## config.mk

```make
export PLATFORM = sky130hd
export DESIGN_NAME = fmult_accum
export DESIGN_NICKNAME = d
export VERILOG_FILES = /design/src/rtl/fmult_accum.sv
export SDC_FILE = /design/constraint.sdc
export NUM_CORES = 1
export LEC_CHECK = 0
export CORE_ASPECT_RATIO = 1.5
export CORE_MARGIN = 4
export CORE_UTILIZATION = 60
export DETAILED_ROUTE_END_ITERATION = 16
export HOLD_SLACK_MARGIN = 0.06
export PLACE_DENSITY = 0.94
export SETUP_SLACK_MARGIN = 0.02
export SLEW_MARGIN = 5
export SYNTH_ARGS = -nofsm -noshare
export SYNTH_HDL_FRONTEND = slang
export SYNTH_SLANG_ARGS = --single-unit
```

## constraint.sdc

```tcl
create_clock -name clk -period 23.8 [get_ports clk]
set_input_delay 2.38 -clock clk [delete_from_list [all_inputs] [get_ports clk]]
set_output_delay 2.38 -clock clk [all_outputs]
set_load 0.02 [all_outputs]
```

## src/rtl/fmult_accum.sv

```systemverilog
// Float x coefficient multiply-accumulate for the pole/zero predictor.
// Eight products are summed serially into SEZ (zeros only) and SE (zeros + poles).
module fmult_accum (
  input  logic        clk,
  input  logic        reset,
  input  logic [10:0] SR0,
  input  logic [10:0] DQ0,
  input  logic        upd,
  input  logic        start,
  input  logic [15:0] B1,
  input  logic [15:0] B2,
  input  logic [15:0] B3,
  input  logic [15:0] B4,
  input  logic [15:0] B5,
  input  logic [15:0] B6,
  input  logic [15:0] A1,
  input  logic [15:0] A2,
  output logic        busy,
  output logic        done,
  output logic [14:0] SEZ,
  output logic [14:0] SE
);
  typedef enum logic [1:0] {IDLE, MAC, DONE} state_t;

  state_t state, state_nxt;
  logic [5:0][10:0] dq;      // dq[0] is DQ1
  logic [1:0][10:0] sr;      // sr[0] is SR1
  logic [7:0][15:0] coef_q;
  logic [7:0][10:0] fl_q;
  logic [15:0]      acc, prod_q, sezi, sum, w;
  logic [3:0]       idx;

  // One product is registered per cycle and added the following cycle,
  // so index 8 is the drain step that folds in the last product.
  fmult u_fmult (.an(coef_q[idx[2:0]]), .fl(fl_q[idx[2:0]]), .w(w));

  assign sum  = acc + prod_q;
  assign busy = (state != IDLE);
  assign done = (state == DONE);

  always_ff @(posedge clk) begin
    if (reset) state <= IDLE;
    else       state <= state_nxt;
  end

  always_comb begin
    state_nxt = state;
    case (state)
      IDLE:    if (start) state_nxt = MAC;
      MAC:     if (idx == 4'd8) state_nxt = DONE;
      DONE:    state_nxt = IDLE;
      default: state_nxt = IDLE;
    endcase
  end

  always_ff @(posedge clk) begin
    if (reset) begin
      dq     <= {6{11'h020}};
      sr     <= {2{11'h020}};
      coef_q <= '0;
      fl_q   <= '0;
      acc    <= '0;
      prod_q <= '0;
      sezi   <= '0;
      idx    <= '0;
      SEZ    <= '0;
      SE     <= '0;
    end else begin
      if (upd) begin
        dq <= {dq[4:0], DQ0};
        sr <= {sr[0], SR0};
      end
      if (state == IDLE && start) begin
        coef_q <= {A2, A1, B6, B5, B4, B3, B2, B1};
        fl_q   <= {sr[1], sr[0], dq[5], dq[4], dq[3], dq[2], dq[1], dq[0]};
        acc    <= '0;
        prod_q <= '0;
        idx    <= '0;
      end else if (state == MAC) begin
        if (idx != 4'd8) prod_q <= w;
        if (idx != 4'd0) acc <= sum;
        if (idx == 4'd6) sezi <= sum;
        if (idx == 4'd8) begin
          SEZ <= sezi[15:1];
          SE  <= sum[15:1];
        end
        idx <= idx + 4'd1;
      end
    end
  end
endmodule

// Combinational coefficient-to-float conversion and float product.
module fmult (
  input  logic [15:0] an,
  input  logic [10:0] fl,
  output logic [15:0] w
);
  logic        an_s, ws;
  logic [13:0] an_sh;
  logic [14:0] neg_t;
  logic [12:0] an_mag;
  logic [3:0]  an_exp;
  logic [18:0] mant_sh;
  logic [5:0]  an_mant;
  logic [4:0]  wexp;
  logic [11:0] prod;
  logic [12:0] rnd;
  logic [7:0]  wmant;
  logic [14:0] wm7, wmag;

  always_comb begin
    an_s  = an[15];
    an_sh = an[15:2];
    neg_t = 15'd16384 - {1'b0, an_sh};
    an_mag = an_s ? neg_t[12:0] : an_sh[12:0];
    an_exp = '0;
    for (int i = 0; i < 13; i++)
      if (an_mag[i]) an_exp = 4'(i + 1);
    mant_sh = {an_mag, 6'b0} >> an_exp;
    an_mant = (an_mag == '0) ? 6'd32 : mant_sh[5:0];
    ws    = fl[10] ^ an_s;
    wexp  = {1'b0, fl[9:6]} + {1'b0, an_exp};
    prod  = {6'b0, fl[5:0]} * {6'b0, an_mant};
    rnd   = {1'b0, prod} + 13'd48;
    wmant = rnd[11:4];
    wm7   = {wmant, 7'b0};
    if (wexp <= 5'd26) wmag = wm7 >> (5'd26 - wexp);
    else               wmag = wm7 << (wexp - 5'd26);
    w = ws ? (16'd0 - {1'b0, wmag}) : {1'b0, wmag};
  end
endmodule

```

# Yosys cells after proc, flatten, opt, wreduce, memory -nomap -nowiden
# Index checks and enable logic that the tools add are counted.
# word_totals
word_cells,89
mem_bits_rw,0
reg_bits,388
in_bits,154
out_inout_bits,32
n_memories,0
latchBits,0
romBits,0
# op_classes
n_shift,3
n_mux,24
add_sub_neg,8
eq_ne,7
bitwise,2
div_mod_pow,0
n_mul,1
order_cmp,2
reduce_logical,11
# ops
cell,n
16-bit binary-select mux with 3-bit select,1
11-bit binary-select mux with 3-bit select,1
16-bit 2-to-1 mux,2
4-bit 2-to-1 mux,6
19-bit by 4-bit right shift with 6-bit output,1
16-bit adder,1
1-bit by 15-bit subtractor with 16-bit output (first input constant),1
15-bit 2-to-1 mux,1
15-bit by 5-bit left shift with 15-bit output,1
15-bit by 5-bit right shift with 15-bit output,1
13-bit logical NOT,1
13-bit 2-to-1 mux,1
1-bit by 13-bit subtractor with 13-bit output (first input constant),1
12-bit by 6-bit adder with 12-bit output (second input constant),1
6-bit by 6-bit multiplier with 12-bit output,1
3-bit 2-to-1 mux,4
11-bit 2-to-1 mux,1
2-bit 2-to-1 mux,4
6-bit 2-to-1 mux,1
2-bit AND reduction,3
3-bit AND reduction,2
4-bit by 4-bit adder with 5-bit output,1
5-bit <= comparator (second input constant),1
5-bit subtractor (first input constant),1
other kinds (18),19

# Longest topological paths before layout
# depth
ltp_word,25
mapped_depth,44
mapped_depth_nobuf,37

# Hierarchy
# From an unflattened synthesis, not the netlist that was laid out.
# hier_totals
hier_cells,2371
hier_area_um2,19971.7
# modules_own_cells
module,seq_area_each_um2,cells_per_inst,n_inst,area_each_um2
fmult_accum,7747.4,1778,1,15761.4
fmult,0.0,593,1,4210.3

# Worst setup path after synthesis
# OpenSTA, ideal clock, no wires.
# synth_timing
path_kind,register to register
start,register idx[2]
end,register prod_q[14]
slack_ns,14.042
synth_period_minus_slack_ns,9.758
stages_incl_launch_ff,42
path_buffers,7
setup_time_ns,0.144
required_ns,23.656
t_arrival_ns,9.614
path_cell_list,dfxtp_1 buf_4 buf_4 buf_2 buf_2 mux4_2 mux2i_1 ha_1 and4_1 buf_2 a21oi_1 xor2_1 a211oi_2 or2_1 buf_6 inv_4 mux2i_1 a32oi_1 [6 not listed] fa_1 inv_1 fa_1 inv_1 fa_1 nor2b_1 o21a_1 o21a_1 o211a_1 nand2_1 a221oi_1 o221a_2 ha_1 o2111ai_1 or3_1 or4_1 mux2i_1 o311ai_0
# synth_via
elab_chain_cells,25
word_cells_on_any_way,36
cone_classes,add/sub: 6; mul: 1; order compare: 1; eq/ne: 1; shift: 3; mux: 21; bitwise: 1; reduce/logical: 2
# synth_rtl
element,line,text
from (decl),31,logic [3:0] idx;
from (signal assigned),87,idx <= idx + 4'd1;
16-bit binary-select mux with 3-bit select,35,"fmult u_fmult (.an(coef_q[idx[2:0]]), .fl(fl_q[idx[2:0]]), .w(w));"
16-bit 2-to-1 mux (implied by the code),35,
1-bit by 13-bit subtractor with 13-bit output,115,"neg_t = 15'd16384 - {1'b0, an_sh};"
13-bit 2-to-1 mux,116,an_mag = an_s ? neg_t[12:0] : an_sh[12:0];
1-bit 2-to-1 mux,119,if (an_mag[i]) an_exp = 4'(i + 1);
2-bit 2-to-1 mux (2 in series),119,
3-bit 2-to-1 mux (4 in series),119,
4-bit 2-to-1 mux (6 in series),119,
19-bit by 4-bit right shift with 6-bit output,120,"mant_sh = {an_mag, 6'b0} >> an_exp;"
6-bit 2-to-1 mux,121,an_mant = (an_mag == '0) ? 6'd32 : mant_sh[5:0];
6-bit by 6-bit multiplier with 12-bit output,124,"prod = {6'b0, fl[5:0]} * {6'b0, an_mant};"
12-bit by 6-bit adder with 12-bit output,125,"rnd = {1'b0, prod} + 13'd48;"
15-bit by 5-bit left shift with 15-bit output or 15-bit by 5-bit right shift with 15-bit output (tied branches),"129, 128",
15-bit 2-to-1 mux,128,if (wexp <= 5'd26) wmag = wm7 >> (5'd26 - wexp);
1-bit by 15-bit subtractor with 16-bit output,130,"w = ws ? (16'd0 - {1'b0, wmag}) : {1'b0, wmag};"
16-bit 2-to-1 mux,130,
to (signal assigned),80,if (idx != 4'd8) prod_q <= w;
to (decl),30,"logic [15:0] acc, prod_q, sezi, sum, w;"
# Several ways; a longest one is shown, not always the timed one. The select of a mux whose other input is x is not followed.
# A chain may end at the register's enable or synchronous reset.

# Final worst setup path
# Same ends and word-level chain as after synthesis.

==> impl_metrics.yaml <==
run_status:
  status: "finished, final reports clean"
setup_path:
  crit_path_top_delay_cell: "o21ai_1"
  cpPeakStageDelay_ns: 0.94
  crit_type: "flop to flop"
  cp-end-kind: "flop"
  crit_arrival_ns: 12.44
  required_ns: 24.20
  crit_top_cell: "fa_1"
  r2r_setup_slack_ns: 11.76
  reg2reg_to: "prod_q[14]"
  r2r_start: "idx[2]"
  cp_max_fo: 48
  critPathLaunchType: "flop"
  rr_worst_depth: 34
place:
  gp_congestion: 0.900
  dp_hpwl_um: 35200
  port_buffers: 169
power:
  ir_drop_mv: 0.0741
  pwr-share-seq_pct: 38.2
  p_int_mw: 1.15
  combPwrFrac_pct: 28.8
  power.density_nw_per_um2: 79.0
  p_sw_share_pct: 33.1
  leakage_nw: 8.31
  clkPwrFrac_pct: 33.1
  power_mw: 1.72
  p_sw_mw: 0.571
finish:
  layout.nets: 2603
  final_common_cell: "nand2_1"
  antennaDiodeCount: 0
  final_cell_mix: "588 x nand2_1, 368 x dfxtp_1, 302 x a21oi_1"
  drive_above_1_share_pct: 6.08
  area_growth_pct: 15.0
routing:
  first_pass_iters: 6
  vias: 17200
  routed_via_density: 6.13
  drc: 0
  routed_wirelength_um: 52400
  wl_per_cell_um: 18.7
  drt_iter0_drc: 1598
  ant_nets: 0
clocking:
  clock-sinks: 371
  cts_buffer_depth: 3
  cts_resized: 0
  clock_latency_ns: 0.54
  cts_tree: "built"
  clock-root-buffer: "clkbuf_16"
  htree_num_levels: 2
  cts_hold_buf: 0
  numCtsBuffers: 35
  postCtsSetupBuffers: 0
  clk_pin_slew_ns: 0.07
sta:
  fmax_ghz: 0.0830
  rsz0062_at_grt: "false"
  setup_viol: 0
  min_period_ns: 12.04
  drv_slew: 0
  worstMarginPinSlew_ns: 1.29
  hold_viol_final: 0
  finClkSkew_ns: 0.0198
  slew_headroom_pct: 13.7
  finalCritPeriodShare_pct: 50.6
  setup_tns_ns: 0
floorplan:
  start_util_pct: 60.9
  die_x_um: 153
  ioPinCount: 186
  core_um2: 31100
  die_h_um: 226
  row_count: 79
  dieArea_um2: 34600
yosys:
  synthDistinctLibCells: 87
  syn_inst: 2308
  ys_seq_elements: 371
  synthArstFlopShare_pct: 0
  netlist_area_um2: 19000
  ys_seq_area_share_pct: 39.2
  yosysWarnings: 0
  syn-num-nets: 2533
  ys.flop_type: "dfxtp_1"
  syn_avg_cell_area_um2: 8.22
  synth_edf_count: 0
min_path:
  hold_path.class: "flop to flop"
  min_path_cells: 2
  hold_end: "coef_q[26]"
  min-delay-start: "coef_q[26]"
global_route:
  grt_pass1_wl_um: 84300
  grt.overflow.total: 0
  grt_usage_pct: 29.3
  antenna_found_initial: 0
  grt_pass1_vias: 17100
  grt_max_degree: 127
flow_run:
  cap_viol_max_count: 0
power groups by stage:
stage                     clock network (mW)  logic [mW]  registers [mW]
after floorplan                            0       0.370           0.666
after CTS                              0.574       0.486           0.658
after global routing                   0.599       0.542           0.660
after detailed placement                   0       0.483           0.671
final                                  0.570       0.496           0.658
after global placement                     0       0.469           0.669
per-layer routing:
metal / part of all wire [%] / global-route usage [%] / vias to the layer above
li1: - / - / 8071
met1: 36 / 32.7 / 8233
met2: 53 / 54.8 / 726
met3: 6.0 / 4.03 / 182
met4: 5.0 / 13.7 / 0
met5: 0 / 0 / -
cells by family (layout without fill, tap and decap cells):
| group | Yosys count | count (layout) | synth area share, % |
|---|---|---|---|
| adder cells (fa/ha/maj) | 71 | 71 | 5.48 |
| AO/OA/AOI/OAI | 486 | 486 | 15.6 |
| buffers and inverters | 211 | 305 | 4.55 |
| AND/OR/NAND/NOR | 937 | 937 | 20.7 |
| flip-flops | 371 | 371 | 39.2 |
| XOR/XNOR | 43 | 43 | 1.99 |
| multiplexers | 189 | 189 | 12.6 |
worst max path at each step:
stage,start,end
final,idx[2],prod_q[14]
after global routing,idx[2],prod_q[14]
after CTS,idx[2],prod_q[14]
after detailed placement,idx[2],prod_q[14]
after global placement,idx[2],prod_q[14]
after floorplan,idx[2],prod_q[14]
registers in the layout, indices dropped and copies added, names as in the netlist:
name    flops
coef_q    112
fl_q       88
dq         66
sr         22
acc        16
prod_q     16
SEZ        15
SE         15
sezi       15
idx         4
state       2
through the flow:
| step | instance area (um^2) | hold slack (ns) | std cells | utilization (%) | setup WS (ns) |
|---|---|---|---|---|---|
| 4_1_cts | 21800 | 0.454 | 2807 | 70.1 | 11.87 |
| 6_report | 21800 | 0.453 | 2807 | 70.1 | 11.76 |
| 3_3_place_gp | 20700 | 0.434 | 2746 | 66.3 | 12.07 |
| 3_5_place_dp | 20700 | 0.444 | 2746 | 66.3 | 11.94 |
| 5_1_grt | 21800 | 0.469 | 2807 | 70.1 | 10.81 |
| 2_1_floorplan | 19000 | 0.427 | 2308 | - | 14.04 |
critical path: cells and delay by family, from the launching register on:
kind            cells  cell delay, ns
compound gates     11            3.57
xor+xnor            1            0.32
fa+ha+maj           7            3.23
buf+inv             4            0.85
flops               1            0.64
mux                 4            1.47
simple gates        7            1.78
synthesized netlist by cell type (7+ instances only):
library cell / instances / share of area [%]
a31oi_1: 10 / 0.33
nand2b_1: 18 / 0.59
and3_1: 12 / 0.40
nor2_1: 175 / 3.5
mux2_2: 12 / 0.71
xnor2_1: 26 / 1.2
xor2_1: 17 / 0.79
or3_1: 7 / 0.23
nand4_1: 7 / 0.23
o21ai_0: 31 / 0.82
a211oi_1: 9 / 0.36
and2_1: 13 / 0.43
a22oi_1: 10 / 0.40
o211ai_1: 8 / 0.32
clkbuf_1: 115 / 2.3
a21oi_1: 302 / 8.0
buf_1: 13 / 0.26
nor3_1: 34 / 0.90
nand3_1: 28 / 0.74
nor2b_1: 20 / 0.66
ha_1: 51 / 3.4
inv_1: 59 / 1.2
mux4_2: 38 / 4.5
nand2_1: 589 / 12
buf_2: 9 / 0.24
a21o_1: 8 / 0.32
buf_4: 7 / 0.28
fa_1: 20 / 2.1
dfxtp_1: 371 / 39
mux2i_1: 137 / 7.2
o2111ai_1: 7 / 0.32
a211o_1: 14 / 0.65
cell type report:
| class | count | area [um^2] |
|---|---|---|
| multi-input combinational | 1726 | 10700 |
| fill | 2157 | 9320 |
| sequential | 371 | 7430 |
| timing repair buffer | 182 | 1790 |
| clock buffer | 52 | 1030 |
| tap | 405 | 507 |
| inverter | 62 | 235 |
| clock inverter | 9 | 128 |
Note: power is estimated with default switching activity, not from simulation.
